**config.mk**
```make
export PLATFORM = sky130hd
export DESIGN_NAME = rcu_vc_pipe
export DESIGN_NICKNAME = d
export VERILOG_FILES = /design/src/rtl/rcu_vc_pipe.sv
export SDC_FILE = /design/constraint.sdc
export NUM_CORES = 1
export LEC_CHECK = 0
export ABC_AREA = 1
export CORE_UTILIZATION = 44
export CTS_CLUSTER_SIZE = 25
export DETAILED_ROUTE_END_ITERATION = 10
export HOLD_SLACK_MARGIN = 0.1
export PLACE_DENSITY_LB_ADDON = 0.05
export SLEW_MARGIN = 20
export SYNTH_ARGS = -nofsm -noshare
export SYNTH_HDL_FRONTEND = slang
export SYNTH_SLANG_ARGS = --single-unit
```
**constraint.sdc**
```tcl
create_clock -name clk -period 3.1 [get_ports clk]
set_input_delay 0.93 -clock clk [delete_from_list [all_inputs] [get_ports clk]]
set_output_delay 0.93 -clock clk [all_outputs]
set_load 0.1 [all_outputs]
```
**src/rtl/rcu_vc_pipe.sv**
```systemverilog
// Registered per-VC route computation for one mesh router input (Z, then X, then Y).
// Optional RCU_DETOUR_CNT_EN adds a saturating count of heads routed by the backup path.

package rcu_vc_pipe_pkg;
    typedef enum logic [2:0] {
        LOCAL = 3'd0,
        EAST  = 3'd1,
        WEST  = 3'd2,
        NORTH = 3'd3,
        SOUTH = 3'd4,
        UP    = 3'd5,
        DOWN  = 3'd6,
        DROP  = 3'd7
    } port_t;

    typedef struct packed {
        logic [7:0] x;
        logic [7:0] y;
        logic [7:0] z;
    } position_t;
endpackage

module rcu_vc_pipe
    import rcu_vc_pipe_pkg::*;
#(
    parameter int        MESH_WIDTH  = 4,
    parameter int        MESH_HEIGHT = 4,
    parameter int        MESH_DEPTH  = 2,
    parameter int        NUM_VCS     = 4,
    parameter port_t     IN_PORT     = LOCAL,
    parameter position_t THIS_POS    = '{x: 8'd0, y: 8'd0, z: 8'd0},
    localparam int       VCW         = (NUM_VCS > 1) ? $clog2(NUM_VCS) : 1
) (
    input  logic                   clk,
    input  logic                   rst,
    input  logic                   head_valid,
    input  logic [VCW-1:0]         head_vc,
    input  position_t              head_dest,
    input  logic                   tail_valid,
    input  logic [VCW-1:0]         tail_vc,
    input  logic                   up_faulty,
    input  logic                   down_faulty,
    output logic [NUM_VCS-1:0]     route_valid,
    output port_t [NUM_VCS-1:0]    route_port,
    output logic                   proto_err
`ifdef RCU_DETOUR_CNT_EN
    ,
    output logic [15:0]            detour_cnt
`endif
);

    typedef enum logic [1:0] {
        IDLE = 2'd0,
        HELD = 2'd1,
        LAST = 2'd2
    } vcState_t;

    // The backup port depends only on parameters, so it collapses to a constant.
    function automatic port_t pickBackup(input port_t inPort, input bit e, input bit w,
                                         input bit n, input bit s);
        port_t p;
        p = DROP;
        case (inPort)
            EAST: begin
                if (w)      p = WEST;
                else if (n) p = NORTH;
                else if (s) p = SOUTH;
            end
            NORTH: begin
                if (s)      p = SOUTH;
                else if (e) p = EAST;
                else if (w) p = WEST;
            end
            SOUTH: begin
                if (n)      p = NORTH;
                else if (e) p = EAST;
                else if (w) p = WEST;
            end
            default: begin
                if (e)      p = EAST;
                else if (w) p = WEST;
                else if (n) p = NORTH;
                else if (s) p = SOUTH;
            end
        endcase
        return p;
    endfunction

    localparam bit    HAS_EAST    = (int'(THIS_POS.x) + 1) < MESH_WIDTH;
    localparam bit    HAS_WEST    = int'(THIS_POS.x) > 0;
    localparam bit    HAS_NORTH   = (int'(THIS_POS.y) + 1) < MESH_HEIGHT;
    localparam bit    HAS_SOUTH   = int'(THIS_POS.y) > 0;
    localparam port_t BACKUP_PORT = pickBackup(IN_PORT, HAS_EAST, HAS_WEST, HAS_NORTH, HAS_SOUTH);

    vcState_t [NUM_VCS-1:0] vcState_q, vcState_d;
    port_t    [NUM_VCS-1:0] routePort_q, routePort_d;
    logic                   protoErr_q, protoErr_d;
    port_t                  newPort;
    logic signed [8:0]      dx, dy, dz;
    logic                   headHit, tailHit;
`ifdef RCU_DETOUR_CNT_EN
    logic                   fromBackup;
    logic                   headAccepted;
    logic [15:0]            detourCnt_q, detourCnt_d;
`endif

    always_comb begin
        newPort = LOCAL;
`ifdef RCU_DETOUR_CNT_EN
        fromBackup = 1'b0;
`endif
        dx = $signed({1'b0, head_dest.x}) - $signed({1'b0, THIS_POS.x});
        dy = $signed({1'b0, head_dest.y}) - $signed({1'b0, THIS_POS.y});
        dz = $signed({1'b0, head_dest.z}) - $signed({1'b0, THIS_POS.z});
        if (int'(head_dest.x) >= MESH_WIDTH || int'(head_dest.y) >= MESH_HEIGHT ||
            int'(head_dest.z) >= MESH_DEPTH) begin
            newPort = DROP;
        end else if (dz != 9'sd0) begin
            if (dz > 9'sd0 && !up_faulty) begin
                newPort = UP;
            end else if (dz < 9'sd0 && !down_faulty) begin
                newPort = DOWN;
            end else begin
                newPort = BACKUP_PORT;
`ifdef RCU_DETOUR_CNT_EN
                fromBackup = 1'b1;
`endif
            end
        end else if (dx != 9'sd0) begin
            newPort = (dx > 9'sd0) ? EAST : WEST;
        end else if (dy != 9'sd0) begin
            newPort = (dy > 9'sd0) ? NORTH : SOUTH;
        end else begin
            newPort = LOCAL;
        end
    end

    // A head whose VC index matches no channel is a protocol error too.
    always_comb begin
        vcState_d   = vcState_q;
        routePort_d = routePort_q;
        protoErr_d  = protoErr_q;
        headHit     = 1'b0;
        tailHit     = 1'b0;
`ifdef RCU_DETOUR_CNT_EN
        headAccepted = 1'b0;
`endif
        if (head_valid && int'(head_vc) >= NUM_VCS) protoErr_d = 1'b1;
        if (tail_valid && int'(tail_vc) >= NUM_VCS) protoErr_d = 1'b1;
        for (int v = 0; v < NUM_VCS; v++) begin
            headHit = head_valid && (head_vc == VCW'(v));
            tailHit = tail_valid && (tail_vc == VCW'(v));
            case (vcState_q[v])
                IDLE: begin
                    if (headHit) begin
                        routePort_d[v] = newPort;
                        vcState_d[v]   = tailHit ? LAST : HELD;
`ifdef RCU_DETOUR_CNT_EN
                        headAccepted   = 1'b1;
`endif
                    end else if (tailHit) begin
                        protoErr_d = 1'b1;
                    end
                end
                HELD: begin
                    if (headHit) protoErr_d = 1'b1;
                    if (tailHit) vcState_d[v] = IDLE;
                end
                default: begin
                    if (headHit) protoErr_d = 1'b1;
                    vcState_d[v] = IDLE;
                end
            endcase
        end
    end

`ifdef RCU_DETOUR_CNT_EN
    always_comb begin
        detourCnt_d = detourCnt_q;
        if (headAccepted && fromBackup && detourCnt_q != 16'hFFFF) begin
            detourCnt_d = detourCnt_q + 16'd1;
        end
    end
`endif

    always_ff @(posedge clk) begin
        if (rst) begin
            for (int v = 0; v < NUM_VCS; v++) begin
                vcState_q[v]   <= IDLE;
                routePort_q[v] <= LOCAL;
            end
            protoErr_q <= 1'b0;
`ifdef RCU_DETOUR_CNT_EN
            detourCnt_q <= 16'd0;
`endif
        end else begin
            vcState_q   <= vcState_d;
            routePort_q <= routePort_d;
            protoErr_q  <= protoErr_d;
`ifdef RCU_DETOUR_CNT_EN
            detourCnt_q <= detourCnt_d;
`endif
        end
    end

    always_comb begin
        route_valid = '0;
        for (int v = 0; v < NUM_VCS; v++) begin
            route_valid[v] = (vcState_q[v] != IDLE);
        end
    end

    assign route_port = routePort_q;
    assign proto_err  = protoErr_q;
`ifdef RCU_DETOUR_CNT_EN
    assign detour_cnt = detourCnt_q;
`endif

endmodule

```
==> flow_summary.json <==
{
  "io_buffer_count": 49,
  "fin_skew_ns": 0.00650,
  "final.min_clock_period_ns": 2.12,
  "grt_pass1_vias": 1097,
  "clockBufferDepth": 2,
  "drc": 0,
  "synth_top_family_by_area": "simple AND/OR/NAND/NOR gates",
  "final_nets": 250,
  "worstReg2RegStart": "vcState_q[1]",
  "path_clk_slew_ns": 0.12,
  "cap_violations": 0,
  "dpl_cell_area_mm2": 0.00159,
  "drive_gt1_share_pct": 17.7,
  "fmax_mhz": 472,
  "final_cell_mix": "nor2_1, clkdlybuf4s50_1, inv_1, nand2_1, dfxtp_1",
  "fin_area_mm2": 0.00162,
  "dp_hpwl_um": 2140,
  "synth_mux_area_share_pct": 0,
  "synthDistinctLibCells": 22,
  "ant_nets": 0,
  "worstRegToRegCells": 6,
  "grt_max_degree": 17,
  "syn-instance-count": 165,
  "final_common_cell": "nor2_1",
  "die_area_mm2": 0.00277,
  "start_util_pct": 48.7,
  "drt_iter0_markers": 19,
  "antenna_found_initial": 0,
  "die_w_um": 52.7,
  "fp.coreArea_mm2": 0.00232,
  "crit_path_end": "route_valid[3]",
  "num_io_pins": 51,
  "clock_latency_ns": 0.30,
  "post_cts_buffers": 0,
  "crit_required_ns": 2.17,
  "crit_start": "vcState_q[7]",
  "synthXorXnorAreaFrac_pct": 0,
  "gp_congestion": 0.741,
  "ys_ff_latch": 21,
  "synthAdderAreaFrac_pct": 0,
  "clock_sinks": 21,
  "num_rows": 17,
  "detail_route.wl_per_cell_um": 10.8,
  "power.total_mw": 0.639,
  "post-route-period-util_pct": 68.4,
  "hold_path_class": "flip-flop to flip-flop",
  "stdcell_count": 243,
  "start_kind": "flip-flop",
  "grt_first_pass_wirelength_um": 4370,
  "grt_overflow": 0,
  "finalSetupTns_ns": 0,
  "power.density_mw_per_mm2": 395,
  "cp_max_fo": 2,
  "grt_usage_pct": 21.0,
  "crit_arrival_ns": 1.19,
  "yosys.area_share.simple_pct": 46.1,
  "antenna_cells": 0,
  "ys_seq_area_share_pct": 37.2,
  "synth_compound_area_share_pct": 4.76,
  "syn_area_mm2": 0.00113,
  "yosysWarnings": 0,
  "hold_viol_final": 0,
  "dr_total_vias": 1204,
  "cts_root_buffer": "clkbuf_4",
  "rrSetupSlack_ns": 1.90,
  "hold_depth": 1,
  "dpl.cell_count": 239,
  "tightestPinTransition_ns": 0.366,
  "status": "completed",
  "syn_nets": 199,
  "drt_first_pass_iters": 4,
  "ir_worst_vdd_uv": 248,
  "syn_area_per_cell_um2": 6.85,
  "setup_viol": 0,
  "totalWireLength_um": 2630,
  "cts_buffers": 3,
  "crit_type": "flip-flop to output pin",
  "endpoint_kind": "output pin",
  "cts_hold_buf": 0,
  "die_y_um": 52.7,
  "worstReg2RegEnd": "route_port[2]",
  "h-tree-depth": 1,
  "syn_to_final_growth_pct": 43.2,
  "via_per_inst": 4.95,
  "rsz0062_at_grt": "false",
  "leakage_nw": 0.774,
  "cts_resized": 0,
  "relSlewSlack_pct": 75.5,
  "drv_slew": 0,
  "cts_tree": "built"
}
-- power breakdown --
group	internal [mW]	switching (mW)
Combinational	0.0729	0.145
Clock	0.0481	0.0842
Sequential	0.282	0.00678
Total	0.403	0.236
-- metal layers --
metal / vias up / wire [µm] / global-route usage, % / share of wire, %
met4: 0 / 17 / 7.02 / 0.65
met3: 2 / 124 / 3.19 / 4.7
li1: 627 / - / - / -
met5: - / 0 / 0 / 0
met2: 39 / 1370 / 38.6 / 52
met1: 536 / 1120 / 24.4 / 43
-- sequential cells by signal (all words and copies together), names as in the netlist --
signal      count
route_port     12
vcState_q       8
proto_err       1
-- worst min-delay path by stage --
stage | slack, ns | start | to
final | 0.43 | vcState_q[5] | vcState_q[4]
after detailed placement | 0.42 | vcState_q[5] | vcState_q[4]
after global routing | 0.45 | vcState_q[3] | vcState_q[2]
after floorplan | 0.40 | vcState_q[7] | vcState_q[6]
after CTS | 0.44 | vcState_q[5] | vcState_q[4]
after global placement | 0.40 | vcState_q[7] | vcState_q[6]
-- critical path, cell delays in order (launching register included) --
cell,delay [ns]
dfxtp_1,0.35
nor2_1,0.06
inv_1,0.15
buf_4,0.32
-- area by class of cell --
cell class,instances,area (µm²)
flip-flops and latches,21,420
clock buffers,3,22.5
inverters,28,105
repair buffers,50,455
clock inverters,1,5.00
well taps,28,35.0
fillers,219,701
multi-input cells,112,574
-- Yosys cell counts (all sizes together) --
library cell / instances / area (µm²)
clkbuf: 2 / 7.51
or2: 4 / 25.0
o21ai: 4 / 20.0
a31oi: 3 / 18.8
inv: 28 / 105
nand4: 11 / 68.8
nor3: 6 / 30.0
and2: 1 / 6.26
o21a: 2 / 15.0
dfxtp: 21 / 420
nand2: 25 / 98.8
nand3: 8 / 62.6
buf: 2 / 22.5
nor2: 44 / 204
nor4: 4 / 25.0
-- metrics by stage --
| stage | util, % | worst slack, ns | hold slack [ns] |
|---|---|---|---|
| global route | 69.8 | 0.904 | 0.455 |
| floorplan | - | 1.13 | 0.397 |
| CTS | 69.8 | 0.974 | 0.436 |
| finish | 69.8 | 0.980 | 0.430 |
| detailed placement | 68.6 | 0.697 | 0.418 |
| global placement | 68.6 | 0.724 | 0.398 |
-- cell families after synthesis --
logic type	Yosys count
AO/OA/AOI/OAI	9
buffers and inverters	32
flip-flops	21
AND/OR/NAND/NOR	103
Note: power is estimated with default switching activity, not from simulation.
